===== src/rtl/lsu_rmw_if.sv =====
// Core-side request/response bundle of the load/store unit.
// master = memory stage of the core, slave = lsu_rmw.
interface lsu_rmw_if;
  logic        req;
  logic        wr;
  logic [1:0]  size;
  logic        sext;
  logic [31:0] addr;
  logic [31:0] wdata;
  logic [31:0] rdata;
  logic        done;
  logic        err;
  logic        busy;

  modport master (
    output req, wr, size, sext, addr, wdata,
    input  rdata, done, err, busy
  );

  modport slave (
    input  req, wr, size, sext, addr, wdata,
    output rdata, done, err, busy
  );
endinterface


===== src/rtl/lsu_rmw.sv =====
// Load/store unit: byte-addressed core accesses onto a word RAM, with
// read-modify-write for sub-word stores and early rejection of bad accesses.

module lsu_rmw_chk (
  input logic clk,
  input logic rst_n,
  input logic done,
  input logic err,
  input logic ram_we
);
  a_err_with_done : assert property (@(posedge clk) disable iff (!rst_n) err |-> done);
  a_done_pulse    : assert property (@(posedge clk) disable iff (!rst_n) done |=> !done);
  a_we_pulse      : assert property (@(posedge clk) disable iff (!rst_n) ram_we |=> !ram_we);
  a_we_not_done   : assert property (@(posedge clk) disable iff (!rst_n) ram_we |-> !done);
endmodule

module lsu_rmw #(
  parameter int DEPTH_WORDS = 32
) (
  input  logic        clk,
  input  logic        rst_n,
  lsu_rmw_if.slave    core,
  output logic        ram_we,
  output logic [31:0] ram_addr,
  output logic [31:0] ram_d_in,
  input  logic [31:0] ram_d_out
);

  typedef enum logic [1:0] {
    IDLE   = 2'b00,
    ERR    = 2'b01,
    ACCESS = 2'b10,
    WRITE  = 2'b11
  } state_t;

  state_t      state_r;
  state_t      state_nxt_s;
  logic        wr_r;
  logic [1:0]  size_r;
  logic        sext_r;
  logic [31:0] addr_r;
  logic [31:0] wdata_r;
  logic [31:0] merge_r;
  logic [31:0] rdata_r;
  logic        done_r;
  logic        err_r;

  logic        align_bad_s;
  logic        range_bad_s;
  logic        req_bad_s;
  logic        accept_s;
  logic        done_set_s;
  logic        err_set_s;
  logic        rdata_ld_s;
  logic        merge_ld_s;

  // Little-endian lane pick with optional sign extension; words pass through.
  function automatic logic [31:0] extract_lane(input logic [31:0] word,
                                               input logic [1:0]  sz,
                                               input logic [1:0]  off,
                                               input logic        sx);
    logic [7:0]  b;
    logic [15:0] h;
    logic [31:0] res;
    b = word[{off, 3'b000} +: 8];
    h = off[1] ? word[31:16] : word[15:0];
    case (sz)
      2'b00:   res = {{24{sx & b[7]}}, b};
      2'b01:   res = {{16{sx & h[15]}}, h};
      default: res = word;
    endcase
    return res;
  endfunction

  function automatic logic [31:0] merge_lane(input logic [31:0] word,
                                             input logic [1:0]  sz,
                                             input logic [1:0]  off,
                                             input logic [31:0] data);
    logic [31:0] res;
    res = word;
    case (sz)
      2'b00: res[{off, 3'b000} +: 8] = data[7:0];
      2'b01: begin
        if (off[1]) begin
          res[31:16] = data[15:0];
        end else begin
          res[15:0] = data[15:0];
        end
      end
      default: res = data;
    endcase
    return res;
  endfunction

  // Acceptance-time legality check on the raw request.
  always_comb begin
    align_bad_s = 1'b0;
    case (core.size)
      2'b00:   align_bad_s = 1'b0;
      2'b01:   align_bad_s = core.addr[0];
      2'b10:   align_bad_s = |core.addr[1:0];
      default: align_bad_s = 1'b1;
    endcase
    range_bad_s = ({2'b00, core.addr[31:2]} >= 32'(DEPTH_WORDS));
    req_bad_s   = align_bad_s | range_bad_s;
  end

  // Next-state and per-state RAM/strobe decode.
  always_comb begin
    state_nxt_s = state_r;
    ram_we      = 1'b0;
    accept_s    = 1'b0;
    done_set_s  = 1'b0;
    err_set_s   = 1'b0;
    rdata_ld_s  = 1'b0;
    merge_ld_s  = 1'b0;
    case (state_r)
      IDLE: begin
        if (core.req) begin
          accept_s    = 1'b1;
          state_nxt_s = req_bad_s ? ERR : ACCESS;
        end else begin
          state_nxt_s = IDLE;
        end
      end
      ERR: begin
        done_set_s  = 1'b1;
        err_set_s   = 1'b1;
        state_nxt_s = IDLE;
      end
      ACCESS: begin
        if (!wr_r) begin
          rdata_ld_s  = 1'b1;
          done_set_s  = 1'b1;
          state_nxt_s = IDLE;
        end else if (size_r == 2'b10) begin
          ram_we      = 1'b1;
          done_set_s  = 1'b1;
          state_nxt_s = IDLE;
        end else begin
          merge_ld_s  = 1'b1;
          state_nxt_s = WRITE;
        end
      end
      WRITE: begin
        ram_we      = 1'b1;
        done_set_s  = 1'b1;
        state_nxt_s = IDLE;
      end
      default: state_nxt_s = IDLE;
    endcase
  end

  // State register.
  always_ff @(posedge clk or negedge rst_n) begin
    if (!rst_n) begin
      state_r <= IDLE;
    end else begin
      state_r <= state_nxt_s;
    end
  end

  // Request latch and merged write word.
  always_ff @(posedge clk or negedge rst_n) begin
    if (!rst_n) begin
      wr_r    <= 1'b0;
      size_r  <= 2'b00;
      sext_r  <= 1'b0;
      addr_r  <= 32'h0000_0000;
      wdata_r <= 32'h0000_0000;
      merge_r <= 32'h0000_0000;
    end else begin
      if (accept_s) begin
        wr_r    <= core.wr;
        size_r  <= core.size;
        sext_r  <= core.sext;
        addr_r  <= core.addr;
        wdata_r <= core.wdata;
      end
      if (merge_ld_s) begin
        merge_r <= merge_lane(ram_d_out, size_r, addr_r[1:0], wdata_r);
      end
    end
  end

  // Registered core-side response.
  always_ff @(posedge clk or negedge rst_n) begin
    if (!rst_n) begin
      rdata_r <= 32'h0000_0000;
      done_r  <= 1'b0;
      err_r   <= 1'b0;
    end else begin
      done_r <= done_set_s;
      err_r  <= err_set_s;
      if (rdata_ld_s) begin
        rdata_r <= extract_lane(ram_d_out, size_r, addr_r[1:0], sext_r);
      end
    end
  end

  assign ram_addr   = {2'b00, addr_r[31:2]};
  assign ram_d_in   = (state_r == WRITE) ? merge_r : wdata_r;
  assign core.rdata = rdata_r;
  assign core.done  = done_r;
  assign core.err   = err_r;
  assign core.busy  = (state_r != IDLE);

  lsu_rmw_chk u_chk (
    .clk    (clk),
    .rst_n  (rst_n),
    .done   (done_r),
    .err    (err_r),
    .ram_we (ram_we)
  );

endmodule


===== src/flat_wrapper.sv =====
// flat-port wrapper written by rule: the top's interface ports become plain ports
module lsu_rmw_flat 
#(
  parameter int DEPTH_WORDS = 32
)
  (clk, rst_n, ram_we, ram_addr, ram_d_in, ram_d_out, core_req, core_wr, core_size, core_sext, core_addr, core_wdata, core_rdata, core_done, core_err, core_busy);
  lsu_rmw_if core_i ();
  input  logic clk;
  input  logic rst_n;
  output logic ram_we;
  output logic [31:0] ram_addr;
  output logic [31:0] ram_d_in;
  input  logic [31:0] ram_d_out;
  input wire logic [$bits(core_i.req)-1:0] core_req;
  input wire logic [$bits(core_i.wr)-1:0] core_wr;
  input wire logic [$bits(core_i.size)-1:0] core_size;
  input wire logic [$bits(core_i.sext)-1:0] core_sext;
  input wire logic [$bits(core_i.addr)-1:0] core_addr;
  input wire logic [$bits(core_i.wdata)-1:0] core_wdata;
  output wire logic [$bits(core_i.rdata)-1:0] core_rdata;
  output wire logic [$bits(core_i.done)-1:0] core_done;
  output wire logic [$bits(core_i.err)-1:0] core_err;
  output wire logic [$bits(core_i.busy)-1:0] core_busy;
  assign core_i.req = core_req;
  assign core_i.wr = core_wr;
  assign core_i.size = core_size;
  assign core_i.sext = core_sext;
  assign core_i.addr = core_addr;
  assign core_i.wdata = core_wdata;
  assign core_rdata = core_i.rdata;
  assign core_done = core_i.done;
  assign core_err = core_i.err;
  assign core_busy = core_i.busy;
  lsu_rmw #(.DEPTH_WORDS(DEPTH_WORDS)) u_core (.clk(clk), .rst_n(rst_n), .core(core_i), .ram_we(ram_we), .ram_addr(ram_addr), .ram_d_in(ram_d_in), .ram_d_out(ram_d_out));
endmodule

===== config.mk =====
export PLATFORM = sky130hd
export DESIGN_NAME = lsu_rmw_flat
export DESIGN_NICKNAME = d
export VERILOG_FILES = /design/src/rtl/lsu_rmw_if.sv /design/src/rtl/lsu_rmw.sv /design/src/flat_wrapper.sv
export SDC_FILE = /design/constraint.sdc
export NUM_CORES = 1
export LEC_CHECK = 0
export BUFFER_PORTS_ARGS = -buffer_cell sky130_fd_sc_hd__buf_2
export CAP_MARGIN = 10
export CORE_MARGIN = 2
export CORE_UTILIZATION = 49
export CTS_BUF_LIST = sky130_fd_sc_hd__clkbuf_4
export DETAILED_ROUTE_END_ITERATION = 16
export PLACE_DENSITY = 0.78
export SYNTH_ARGS = -nofsm -noshare
export SYNTH_HDL_FRONTEND = slang
export SYNTH_SLANG_ARGS = --single-unit

===== constraint.sdc =====
create_clock -name clk -period 2.15 [get_ports clk]
set_input_delay 0.43 -clock clk [delete_from_list [all_inputs] [get_ports clk]]
set_output_delay 0.43 -clock clk [all_outputs]
set_load 0.1 [all_outputs]

Yosys cells after proc, flatten, opt, wreduce, memory -nomap -nowiden

Index checks and enable logic that the tools add are counted.

Register bits after elaboration: 136
Output and inout port bits: 100
Word-level logic and storage cells: 57

Add/subtract/negate cells: 1
$lt $le $gt $ge: 1
Eq/ne operators: 7
Shift operators: 3
Mux-type cells: 26
Bitwise operators: 3
Reduce and logical (&&, ||, !) cells: 6

Operator list:

| kind                     | count |
|---|---|
| $pmux W32 S2             | 2 |
| $mux W16                 | 3 |
| $bwmux W32               | 1 |
| $mux W32                 | 1 |
| $shift A8 B7 Y32 const A | 1 |
| $shiftx A32 B6 Y8        | 1 |
| $shiftx A8 B7 Y32        | 1 |
| $ge A30 B6 Y1 const B    | 1 |
| $mux W1                  | 11 |
| $eq A2 B2 Y1 const B     | 4 |
| $mux W2                  | 4 |
| $neg A5 Y7               | 1 |
| $eq A2 B1 Y1 const B     | 3 |
| $logic_not A2 Y1         | 3 |
| $pmux W2 S3              | 1 |
| $pmux W1 S2              | 2 |
| $reduce_or A2 Y1         | 2 |
| $pmux W1 S3              | 1 |
| $and A1 B1 Y1            | 2 |
| $reduce_bool A2 Y1       | 1 |
| $or A1 B1 Y1             | 1 |

Logic depth before layout (Yosys ltp)

Depth in word-level cells: 6
Mapped depth: 9

Worst setup path before layout

OpenSTA, ideal clock, no wires.

Path kind: register -> output
Start: register u_core.size_r[1]
End: output ram_we
Data arrival time: 2.236 ns
Required time: 1.720 ns
Slack: -0.516 ns
Cell stages (with the launch flop): 5
Path buffers: 2
Path through: dfrtp_1 buf_2 clkbuf_1 a31oi_1 nor2b_1

Word-level cells in the longest chain between the ends: 4

Ends and longest elaborated chain:

| item                     | line               | RTL |
|---|---|---|
| start: declaration       | lsu_rmw.sv:39      | `logic [1:0] size_r;` |
| start signal: assignment | lsu_rmw.sv:175     | `size_r <= core.size;` |
| $eq A2 B2 Y1             | lsu_rmw.sv:136     | `end else if (size_r == 2'b10) begin` |
| $mux W1                  | lsu_rmw.sv:136     |  |
| $mux W1                  | lsu_rmw.sv:132     | `if (!wr_r) begin` |
| $pmux W1 S2              | lsu_rmw.sv:117     | `case (state_r)` |
| end: declaration         | flat_wrapper.sv:10 | `output logic ram_we;` |

Every way passes these cells.

Final worst setup path

Start: register u_core.state_r[1]
End: output ram_d_in[12]

Word-level cells in the longest chain between the ends: 2

Ends and longest elaborated chain:

| item                     | line               | RTL |
|---|---|---|
| start: declaration       | lsu_rmw.sv:36      | `state_t state_r;` |
| start signal: assignment | lsu_rmw.sv:159     | `state_r <= state_nxt_s;` |
| $eq A2 B2 Y1             | lsu_rmw.sv:202     | `assign ram_d_in = (state_r == WRITE) ? merge_r : wdata_r;` |
| $mux W32                 | lsu_rmw.sv:202     |  |
| end: declaration         | flat_wrapper.sv:12 | `output logic [31:0] ram_d_in;` |

Every way passes these cells.

==> results.md <==
Outcome:
- The flow ran to the end, but the final reports show violations.
- The final reports fail on negative setup slack.

Critical path:
- The required time of the worst setup path is between 1.5 and 2 ns.
- The largest driver fanout on the critical path is 8.
- STA classifies the critical path endpoint as an output pin.
- The setup path with the least slack is of type reg2out.
- For flop-to-flop paths, the worst setup slack is 0.03 ns.
- The kind of start point of the critical path is a flop.
- For the worst setup path, the data arrival time is approximately 1.9 ns.

Die:
- The die width is 126.8 um.
- The total area inside the core boundary comes to around 15000 um^2.
- The initial cell density of the core is 50.44%.
- The initialized floorplan defines between 40 and 50 standard-cell rows.
- The overall die area is approximately 16000 um^2.
- The number of primary I/O pins is approximately 200.
- The die boundary height is 126.8 um.

Flow run:
- The number of maximum-capacitance constraint violations is 0.

Global routing:
- The number of global-route vias before repair was around 6100.
- The overall overflow remaining after global route is 0.
- Entering global routing, the biggest net connects 57 pins.
- The initial antenna violation count came to 0.
- The total track usage is between 20% and 30%.
- The wire length of the first global-routing pass is 33140 um.

Routing:
- The via count of the routed design is roughly 6300.
- After detailed routing, the number of vias per cell comes to 6.012.
- After detailed routing, the number of remaining DRC violations is 0.
- Before antenna repair, the detailed router went through 7 iterations.
- The first routing iteration left about 670 violations.
- The post-route antenna net violation count is 0.
- The detailed-route wire length per cell is around 21 um.
- The wire length after detailed routing is around 22000 um.

Clock network:
- The TritonCTS clock tree is done.
- TritonCTS created 17 clock buffers.
- The clock root buffer is sky130_fd_sc_hd__clkbuf_4.
- The count of H-tree levels built during CTS is 4.
- The clock passes through at most 2 buffers.
- The clock-pin slew of the registers on the worst-case setup and hold paths is approximately 0.13 ns.
- Clock tree synthesis found a total of between 100 and 150 sinks.
- The clock insertion delay at the later pin of the skew report is 0.56 ns.

Cells and area:
- The library cell used most frequently in the layout, excluding fill and tap cells, is sky130_fd_sc_hd__buf_2.
- 0 antenna diodes ended up in the layout.
- Cells with a size suffix above 1 make up between 40% and 50% of the layout.
- The net total in the final layout is 960.
- From synthesis to final layout, the design area changed by 29.10%.
- In the layout the commonest cells are sky130_fd_sc_hd__buf_2 (165), sky130_fd_sc_hd__dfrtp_1 (133), sky130_fd_sc_hd__mux2_2 (71).

Pwr:
- The analysis attributes to cell leakage a power of around 4.4 nW.
- Power spread over the standard cell area amounts to about 840 nW/um^2.
- IR analysis of the VDD net gives a maximum drop of around 600 uV.
- Power comes to around 8 mW.

STA:
- The final critical delay including setup and external delays is about 2.3 ns.
- Derived from the worst setup path, the maximum achievable clock frequency is 0.4260 GHz.
- For the pin with the worst max-slew slack, the measured transition is around 0.68 ns.
- The number of max-slew violations in the final report is 0.
- The worst slack on hold paths is slightly below 0.09 ns.
- The ratio of final minimum period to clock period is 109.2%.
- Setup repair after global routing could not meet its margin everywhere.
- Setup violations remaining at the end of the flow were counted as 32.
- The worst setup margin is -0.1975 ns.
- The count of endpoints failing hold in the final timing report came to 0.
- The headroom to the max-slew limit is a little over half.
- For the final database, setup skew stands at roughly 0.026 ns.

Synth:
- Counting distinct cell types in the post-synthesis netlist gives 49.
- The total standard cell area after synthesis is ~7400 um^2.
- Summing the sequential cell areas from Yosys gives about 46% of the chip area.
- Yosys mapped a number of flops with a built-in enable equal to 0.
- In this run, synthesis produced a sequential element count of between 100 and 150.
- The fraction of registers with async set or reset after synthesis is 100.0%.
- The per-instance average area after synthesis is 10.89 um^2.
- Synthesis produced a netlist whose cell count is roughly 680.
- In the synthesized netlist the dominant register cell turns out to be sky130_fd_sc_hd__dfrtp_1.
- Yosys printed 0 warnings.

Placed design:
- The count of port buffers added during placement is 200.
- Once detailed placement completed, the half-perimeter wirelength came to around 15000 um.
- The final RePlAce weighted congestion is about 0.92.

Hold path:
- The class of the tightest hold or removal check is in2reg.
[flip-flops by register name, indices dropped and copies added, names as in the netlist]
| signal | flops |
|---|---|
| u_core.addr_r | 32 |
| u_core.core.done | 1 |
| u_core.core.err | 1 |
| u_core.core.rdata | 32 |
| u_core.merge_r | 32 |
| u_core.sext_r | 1 |
| u_core.size_r | 2 |
| u_core.state_r | 2 |
| u_core.wdata_r | 32 |
| u_core.wr_r | 1 |
[critical path: stages (launching register included)]
cell and delay [ns]:
sky130_fd_sc_hd__dfrtp_2 0.48, sky130_fd_sc_hd__nand2_4 0.15, sky130_fd_sc_hd__clkbuf_16 0.20, sky130_fd_sc_hd__mux2_4 0.34
sky130_fd_sc_hd__buf_12 0.17
[cells by family after synthesis]
logic type      Yosys count  share of synthesized area (%)
simple gates            172                          11.82
compound gates          137                          13.89
flops                   136                          46.08
mux                     132                          19.67
buf+inv                  95                          7.640
fa+ha+maj                 5                         0.8470
other cells               1                        0.05077
[power breakdown]
part	total (mW)	switching, mW	internal, mW	leakage, nW
Clock	1.72	1.01	0.709	0.153
Combinational	3.34	2.18	1.15	2.80
Sequential	2.98	0.234	2.75	1.45
[metal layers]
layer / up-vias / part of all wire, % / track usage [%]
li1: 2812 / - / -
met1: 3034 / 38 / 34.68
met2: 386 / 49 / 41.78
met3: 75 / 9.6 / 7.212
met4: 0 / 3.2 / 11.05
met5: - / 0 / 0
[metrics by stage]
stage | std cells | instance area, um^2 | util (%) | setup WS, ns | TNS [ns]
global placement | 1004 | 8869 | 60.56 | -0.1406 | -1.744
floorplan | 679 | 7393 | - | -0.005534 | -0.005534
detailed placement | 1004 | 8869 | 60.56 | -0.2902 | -3.657
finish | 1049 | 9535 | 65.11 | -0.1975 | -5.323
CTS | 1040 | 9250 | 63.17 | -0.2922 | -8.779
global route | 1049 | 9535 | 65.11 | -0.2590 | -7.561
[worst paths after layout]
check / end / depth (start not counted) / from
min: u_core.wdata_r[10] / 2 / core_wdata[10]
max: ram_d_in[12] / 4 / u_core.state_r[1]
max in group asynchronous: u_core.size_r[1] / 3 / rst_n
max reg2reg: u_core.merge_r[2] / 8 / u_core.addr_r[0]
min reg2reg: u_core.merge_r[20] / 2 / u_core.merge_r[20]
min in group asynchronous: u_core.merge_r[13] / 2 / rst_n
[repair_timing]
action | 4_1_cts | 5_1_grt
setup buffers | 2 | 6
hold buffers | 1 | 0
pin swaps | 0 | 2
gates cloned | 1 | 3
hold endpoints to repair | 31 | 0
gates resized for setup | 13 | 46
endpoints found under the setup margin | 50 | 66
[final cells by class]
cell class              instances  area [um^2]
flip-flops and latches        136         3407
clock inverters                14        146.4
clock buffers                  18        135.1
well taps                     184        230.2
fillers                      1137         5109
repair buffers                240         1972
inverters                       9        38.79
multi-input cells             448         3606
[synth_stat cells, drive strengths merged, types with 3 or more instances]
cell type / number / area (um^2)
nand2b: 4 / 25.02
nand3: 41 / 255.3
nand2: 64 / 240.2
inv: 9 / 33.78
o21ai: 37 / 185.2
mux2i: 27 / 270.3
a21oi: 13 / 65.06
a22o: 30 / 262.8
a222oi: 15 / 150.1
nor2b: 3 / 18.77
nor2: 37 / 146.4
ha: 5 / 62.56
dfrtp: 136 / 3403
a221oi: 23 / 201.4
clkbuf: 26 / 97.59
nor4: 5 / 31.28
o211ai: 9 / 81.33
nor4bb: 3 / 30.03
mux2: 105 / 1182
buf: 60 / 432.9
Note: power is estimated with default switching activity, not from simulation.
